## src/rtl/csr_cmd_ctrl_if.sv

```systemverilog
// SPI-side byte handshake and CSR-side access bus for csr_cmd_ctrl.
// slave = the sequencer, master = SPI block plus CSR file seen from outside.
interface csr_cmd_ctrl_if #(
  parameter int ADDR_WIDTH = 6,
  parameter int DATA_WIDTH = 8
);
  logic                  frame;
  logic [DATA_WIDTH-1:0] data_in;
  logic                  data_rdy;
  logic [DATA_WIDTH-1:0] data_out;
  logic                  data_latch;
  logic [ADDR_WIDTH-1:0] csr_addr;
  logic [DATA_WIDTH-1:0] csr_wdata;
  logic                  csr_we;
  logic                  csr_re;
  logic [DATA_WIDTH-1:0] csr_rdata;
  logic                  busy;
  logic                  err;

  modport slave (
    input  frame, data_in, data_rdy, csr_rdata,
    output data_out, data_latch, csr_addr, csr_wdata, csr_we, csr_re, busy, err
  );

  modport master (
    output frame, data_in, data_rdy, csr_rdata,
    input  data_out, data_latch, csr_addr, csr_wdata, csr_we, csr_re, busy, err
  );
endinterface

```

## src/rtl/csr_cmd_ctrl.sv

```systemverilog
// SPI command-byte sequencer driving single-cycle CSR read/write strobes.
// Define CSR_BURST_EN to stream multiple accesses per frame with address auto-increment.
module csr_cmd_ctrl #(
  parameter int ADDR_WIDTH = 6,
  parameter int DATA_WIDTH = 8,
  parameter int DEPTH      = 32
) (
  input logic           clk,
  input logic           rst,
  csr_cmd_ctrl_if.slave bus
);

  typedef enum logic [2:0] {
    IDLE, CMD, WR_DATA, RD_REQ, RD_WAIT, RD_OUT, HOLD
  } state_t;

  localparam logic [1:0] OP_NOP   = 2'b00;
  localparam logic [1:0] OP_READ  = 2'b01;
  localparam logic [1:0] OP_WRITE = 2'b10;

  state_t                state_reg;
  logic [1:0]            op_reg;
  logic [ADDR_WIDTH-1:0] addr_reg;
  logic [DATA_WIDTH-1:0] data_out_reg;
  logic                  data_latch_reg;
  logic [ADDR_WIDTH-1:0] csr_addr_reg;
  logic [DATA_WIDTH-1:0] csr_wdata_reg;
  logic                  csr_we_reg;
  logic                  csr_re_reg;
  logic                  busy_reg;
  logic                  err_reg;

  logic [1:0]            cmd_op;
  logic [ADDR_WIDTH-1:0] cmd_addr;

  assign cmd_op   = bus.data_in[DATA_WIDTH-1 -: 2];
  assign cmd_addr = bus.data_in[ADDR_WIDTH-1:0];

  function automatic logic in_range(input logic [ADDR_WIDTH-1:0] a);
    return (32'(a) < DEPTH);
  endfunction

`ifdef CSR_BURST_EN
  // Wrap at the last implemented location rather than at the field width.
  function automatic logic [ADDR_WIDTH-1:0] next_addr(input logic [ADDR_WIDTH-1:0] a);
    return (32'(a) == DEPTH - 1) ? '0 : a + ADDR_WIDTH'(1);
  endfunction
`endif

  always_ff @(posedge clk) begin
    if (rst) begin
      state_reg      <= IDLE;
      op_reg         <= OP_NOP;
      addr_reg       <= '0;
      data_out_reg   <= '0;
      data_latch_reg <= 1'b0;
      csr_addr_reg   <= '0;
      csr_wdata_reg  <= '0;
      csr_we_reg     <= 1'b0;
      csr_re_reg     <= 1'b0;
      busy_reg       <= 1'b0;
      err_reg        <= 1'b0;
    end else begin
      csr_we_reg     <= 1'b0;
      csr_re_reg     <= 1'b0;
      data_latch_reg <= 1'b0;
      if (!bus.frame) begin
        // Dropping chip-select aborts everything; strobes above are already cleared.
        state_reg <= IDLE;
        busy_reg  <= 1'b0;
      end else begin
        busy_reg <= 1'b1;
        case (state_reg)
          IDLE: state_reg <= CMD;
          CMD: begin
            if (bus.data_rdy) begin
              op_reg   <= cmd_op;
              addr_reg <= cmd_addr;
              case (cmd_op)
                OP_READ: begin
                  state_reg    <= RD_REQ;
                  csr_addr_reg <= cmd_addr;
                  csr_re_reg   <= in_range(cmd_addr);
                  if (!in_range(cmd_addr)) err_reg <= 1'b1;
                end
                OP_WRITE: state_reg <= WR_DATA;
                OP_NOP: begin
                  state_reg <= HOLD;
                  if (cmd_addr == '0) err_reg <= 1'b0;
                end
                default: begin
                  state_reg <= HOLD;
                  err_reg   <= 1'b1;
                end
              endcase
            end
          end
          WR_DATA: begin
            if (bus.data_rdy) begin
              csr_addr_reg  <= addr_reg;
              csr_wdata_reg <= bus.data_in;
              csr_we_reg    <= in_range(addr_reg);
              if (!in_range(addr_reg)) err_reg <= 1'b1;
`ifdef CSR_BURST_EN
              state_reg <= WR_DATA;
              addr_reg  <= next_addr(addr_reg);
`else
              state_reg <= HOLD;
`endif
            end
          end
          RD_REQ: state_reg <= RD_WAIT;
          RD_WAIT: begin
            // Out-of-range reads return zero but still hand a byte to the SPI block.
            data_out_reg   <= in_range(addr_reg) ? bus.csr_rdata : '0;
            data_latch_reg <= 1'b1;
            state_reg      <= RD_OUT;
          end
          RD_OUT: state_reg <= HOLD;
          HOLD: begin
`ifdef CSR_BURST_EN
            // The dummy byte after a read's data_latch triggers the next sequential read.
            if (bus.data_rdy && op_reg == OP_READ) begin
              state_reg    <= RD_REQ;
              addr_reg     <= next_addr(addr_reg);
              csr_addr_reg <= next_addr(addr_reg);
              csr_re_reg   <= in_range(next_addr(addr_reg));
              if (!in_range(next_addr(addr_reg))) err_reg <= 1'b1;
            end
`endif
          end
          default: state_reg <= IDLE;
        endcase
      end
    end
  end

  assign bus.data_out   = data_out_reg;
  assign bus.data_latch = data_latch_reg;
  assign bus.csr_addr   = csr_addr_reg;
  assign bus.csr_wdata  = csr_wdata_reg;
  assign bus.csr_we     = csr_we_reg;
  assign bus.csr_re     = csr_re_reg;
  assign bus.busy       = busy_reg;
  assign bus.err        = err_reg;

endmodule
```

## src/flat_wrapper.sv

```systemverilog
// flat-port wrapper written by rule: the top's interface ports become plain ports
module csr_cmd_ctrl_flat 
#(
  parameter int ADDR_WIDTH = 6,
  parameter int DATA_WIDTH = 8,
  parameter int DEPTH      = 32
)
  (clk, rst, bus_frame, bus_data_in, bus_data_rdy, bus_csr_rdata, bus_data_out, bus_data_latch, bus_csr_addr, bus_csr_wdata, bus_csr_we, bus_csr_re, bus_busy, bus_err);
  csr_cmd_ctrl_if #(.ADDR_WIDTH(ADDR_WIDTH), .DATA_WIDTH(DATA_WIDTH)) bus_i ();
  input logic clk;
  input logic rst;
  input wire logic [$bits(bus_i.frame)-1:0] bus_frame;
  input wire logic [$bits(bus_i.data_in)-1:0] bus_data_in;
  input wire logic [$bits(bus_i.data_rdy)-1:0] bus_data_rdy;
  input wire logic [$bits(bus_i.csr_rdata)-1:0] bus_csr_rdata;
  output wire logic [$bits(bus_i.data_out)-1:0] bus_data_out;
  output wire logic [$bits(bus_i.data_latch)-1:0] bus_data_latch;
  output wire logic [$bits(bus_i.csr_addr)-1:0] bus_csr_addr;
  output wire logic [$bits(bus_i.csr_wdata)-1:0] bus_csr_wdata;
  output wire logic [$bits(bus_i.csr_we)-1:0] bus_csr_we;
  output wire logic [$bits(bus_i.csr_re)-1:0] bus_csr_re;
  output wire logic [$bits(bus_i.busy)-1:0] bus_busy;
  output wire logic [$bits(bus_i.err)-1:0] bus_err;
  assign bus_i.frame = bus_frame;
  assign bus_i.data_in = bus_data_in;
  assign bus_i.data_rdy = bus_data_rdy;
  assign bus_i.csr_rdata = bus_csr_rdata;
  assign bus_data_out = bus_i.data_out;
  assign bus_data_latch = bus_i.data_latch;
  assign bus_csr_addr = bus_i.csr_addr;
  assign bus_csr_wdata = bus_i.csr_wdata;
  assign bus_csr_we = bus_i.csr_we;
  assign bus_csr_re = bus_i.csr_re;
  assign bus_busy = bus_i.busy;
  assign bus_err = bus_i.err;
  csr_cmd_ctrl #(.ADDR_WIDTH(ADDR_WIDTH), .DATA_WIDTH(DATA_WIDTH), .DEPTH(DEPTH)) u_core (.clk(clk), .rst(rst), .bus(bus_i));
endmodule
```

## config.mk

```make
export PLATFORM = sky130hd
export DESIGN_NAME = csr_cmd_ctrl_flat
export DESIGN_NICKNAME = d
export VERILOG_FILES = /design/src/rtl/csr_cmd_ctrl_if.sv /design/src/rtl/csr_cmd_ctrl.sv /design/src/flat_wrapper.sv
export SDC_FILE = /design/constraint.sdc
export NUM_CORES = 1
export LEC_CHECK = 0
export ABC_AREA = 0
export CAP_MARGIN = 0
export CORE_MARGIN = 3
export CORE_UTILIZATION = 49
export CTS_CLUSTER_DIAMETER = 50
export CTS_CLUSTER_SIZE = 8
export DETAILED_ROUTE_END_ITERATION = 8
export GPL_TIMING_DRIVEN = 0
export PLACE_DENSITY = 0.93
export SLEW_MARGIN = 0
export SYNTH_ARGS = -nofsm -noshare
export SYNTH_HDL_FRONTEND = slang
export SYNTH_SLANG_ARGS = --single-unit
```

## constraint.sdc

```tcl
create_clock -name clk -period 4.76 [get_ports clk]
set_input_delay 0.952 -clock clk [delete_from_list [all_inputs] [get_ports clk]]
set_output_delay 0.952 -clock clk [all_outputs]
set_load 0.01 [all_outputs]
```

==> impl_metrics.json <==
{
  "cts_tree": "yes",
  "yosysWarningCount": 0,
  "synthSimpleGateAreaFrac_pct": 23.6,
  "grt_pass1_vias": 1263,
  "cp_data_required_time_ns": 4.99,
  "power.density_nw_per_um2": 256,
  "synth.area.mux_share_pct": 9.14,
  "timing.fmax_mhz": 409,
  "yosys.area.top_type_share_pct": 47.0,
  "skew_ns": 0.0117,
  "path_delay_family": "buffers and inverters",
  "ir_drop_mv": 0.208,
  "cts_buffers": 5,
  "path_class": "in2reg",
  "grt_pass1_wl_mm": 5.51,
  "worstPathMaxFanout": 10,
  "synth_edf_count": 0,
  "maxCapViolCount": 0,
  "yosysTopAreaCell": "dfxtp_1",
  "clk_latency_ns": 0.33,
  "period_minus_slack_ns": 2.44,
  "cts-root-buf": "clkbuf_4",
  "critPathBufInv": 3,
  "row_count": 19,
  "drtAntennaViolNets": 0,
  "io_buffer_count": 46,
  "die_h_microns": 62.0,
  "wire_per_inst_microns": 13.2,
  "area_growth_pct": 37.5,
  "synth-main-ff-cell": "dfxtp_1",
  "synthAdderAreaFrac_pct": 2.45,
  "synth_compound_area_share_pct": 14.0,
  "finalPower_mw": 0.540,
  "finalMaxSlewViolations": 0,
  "yosysSeqAreaShare_pct": 47.0,
  "hold_buffers": 0,
  "cts_resized": 0,
  "cp_data_arrival_time_ns": 2.67,
  "tightest_slew_ns": 0.721,
  "yosysUniqueCellTypes": 28,
  "place_area_sq_um": 2050,
  "fin_area_sq_um": 2110,
  "placed_cells": 256,
  "synth.most_common_cell": "dfxtp_1",
  "viasPerCell": 5.16,
  "place_congestion": 0.845,
  "yosys_register_bits": 36,
  "core_area_sq_um": 2880,
  "initial_utilization_pct": 53.3,
  "setup_violations": 0,
  "cp-start-kind": "input port",
  "diodes": 0,
  "grt_overflow": 0,
  "cp-end-kind": "register",
  "syn_area_per_cell_sq_um": 9.13,
  "vias": 1363,
  "p_leak_nw": 0.707,
  "io_pins": 47,
  "hpwl_mm": 2.56,
  "fin_crit_sh_pct": 51.4,
  "die_x_microns": 62.0,
  "crit_chain": "clkdlybuf4s50_1 > inv_1 > ha_1 > nand3b_1 > a21oi_1 > buf_2 > nor2_1 > a311oi_1",
  "synth.net_count": 191,
  "min_path_type": "reg2reg",
  "firstDrtPassIters": 4,
  "grt_usage_pct": 19.4,
  "synth_xor_area_share_pct": 0,
  "synth_area_sq_um": 1530,
  "max_stage_delay_ns": 0.45,
  "synth_top_family_by_area": "simple AND/OR/NAND/NOR gates",
  "drive_gt1_share_pct": 6.31,
  "cts_buffer_depth": 2,
  "drtIter0Drc": 48,
  "post-cts-setup-buffers": 0,
  "layout_setup_ws_ns": 2.32,
  "grt_setup_unrepaired": "no",
  "drcViolationCount": 0,
  "max-slew-margin-rel_pct": 51.8,
  "fin_util_pct": 73.3,
  "setup-tns-final_ns": 0,
  "grt_max_degree": 12,
  "cts.htree.levels": 2,
  "clock-sinks": 36,
  "synth_area_leaders": "dfxtp_1 (47%), mux2i_1 (9.1%), nor2_1 (5.9%)",
  "finalNonFillerCells": 264,
  "fillers": 222,
  "fin_nets": 244,
  "synthCells": 168,
  "wirelength_mm": 3.49,
  "preCtsSetupSlack_ns": 1.98,
  "clk_pin_slew_worst_paths_ns": 0.11,
  "antenna_found_initial": 0,
  "synthTopCellsByCount": "dfxtp_1 (36), nor2_1 (24), nand2_1 (16)",
  "ys_async_sr_fraction_pct": 0,
  "critPathSlowestCell": "clkdlybuf4s50_1",
  "hold_violations": 0,
  "status": "completed",
  "dieArea_sq_um": 3840,
  "hold_ws_ns": 0.457
}
-- final cells by class --
cell class / count / area (sq um) / area share [%]
Multi-Input combinational cell: 117 / 754 / 35.8
Sequential cell: 36 / 721 / 34.2
Timing Repair Buffer: 46 / 460 / 21.8
Clock buffer: 7 / 55.1 / 2.61
Tap cell: 42 / 52.6 / 2.49
Buffer: 10 / 40.0 / 1.90
Inverter: 5 / 18.8 / 0.890
Clock inverter: 1 / 7.51 / 0.356
-- final timing paths --
| path | startpoint | to | slack, ns | cells past startpoint |
|---|---|---|---|---|
| min reg2reg | u_core.bus.data_out[3] | u_core.bus.data_out[3] | 0.46 | 2 |
| max | bus_data_in[7] | u_core.bus.csr_addr[4] | 2.32 | 8 |
| max reg2reg | u_core.state_reg[1] | u_core.bus.data_out[6] | 3.11 | 4 |
| min | u_core.bus.data_out[3] | u_core.bus.data_out[3] | 0.46 | 2 |
-- cell usage in the layout, fill, tap and decap left out, types with 8 or more instances in the layout --
master / instances
a21oi_1: 14
clkbuf_1: 8
clkdlybuf4s50_1: 46
dfxtp_1: 36
mux2i_1: 14
nand2_1: 16
nand3b_1: 9
nor2_1: 24
o21ai_0: 9
-- tightest hold or removal path, delay by kind of cell, from the launching register on --
kind,cells,cell delay [ns]
and+or+nand+nor,1,0.05
AOI/OAI and AO/OA,1,0.05
DFF,1,0.32
-- metal layers --
metal  share of wire, %  GRT usage, %  wire, microns  vias to the layer above
met5                  0             0              0                        -
met4                1.8          8.48             62                        0
met3                8.8          5.79            309                       10
met2                 45          31.8           1580                       56
met1                 44          23.5           1550                      606
li1                   -             -              -                      691
-- cells by family (layout without fill, tap and decap cells) --
group,Yosys count,count (layout)
and+or+nand+nor,65,65
muxes,14,14
adders and majority gates,3,3
buffers and inverters,15,69
DFF,36,36
AOI/OAI and AO/OA,35,35
-- report_power, final --
group,leakage (nW),switching (mW),internal [mW]
sequential,0.291,0.00238,0.306
combinational,0.384,0.0301,0.0309
clock,0.0315,0.0984,0.0724
Power figures use the tool's default switching activity.
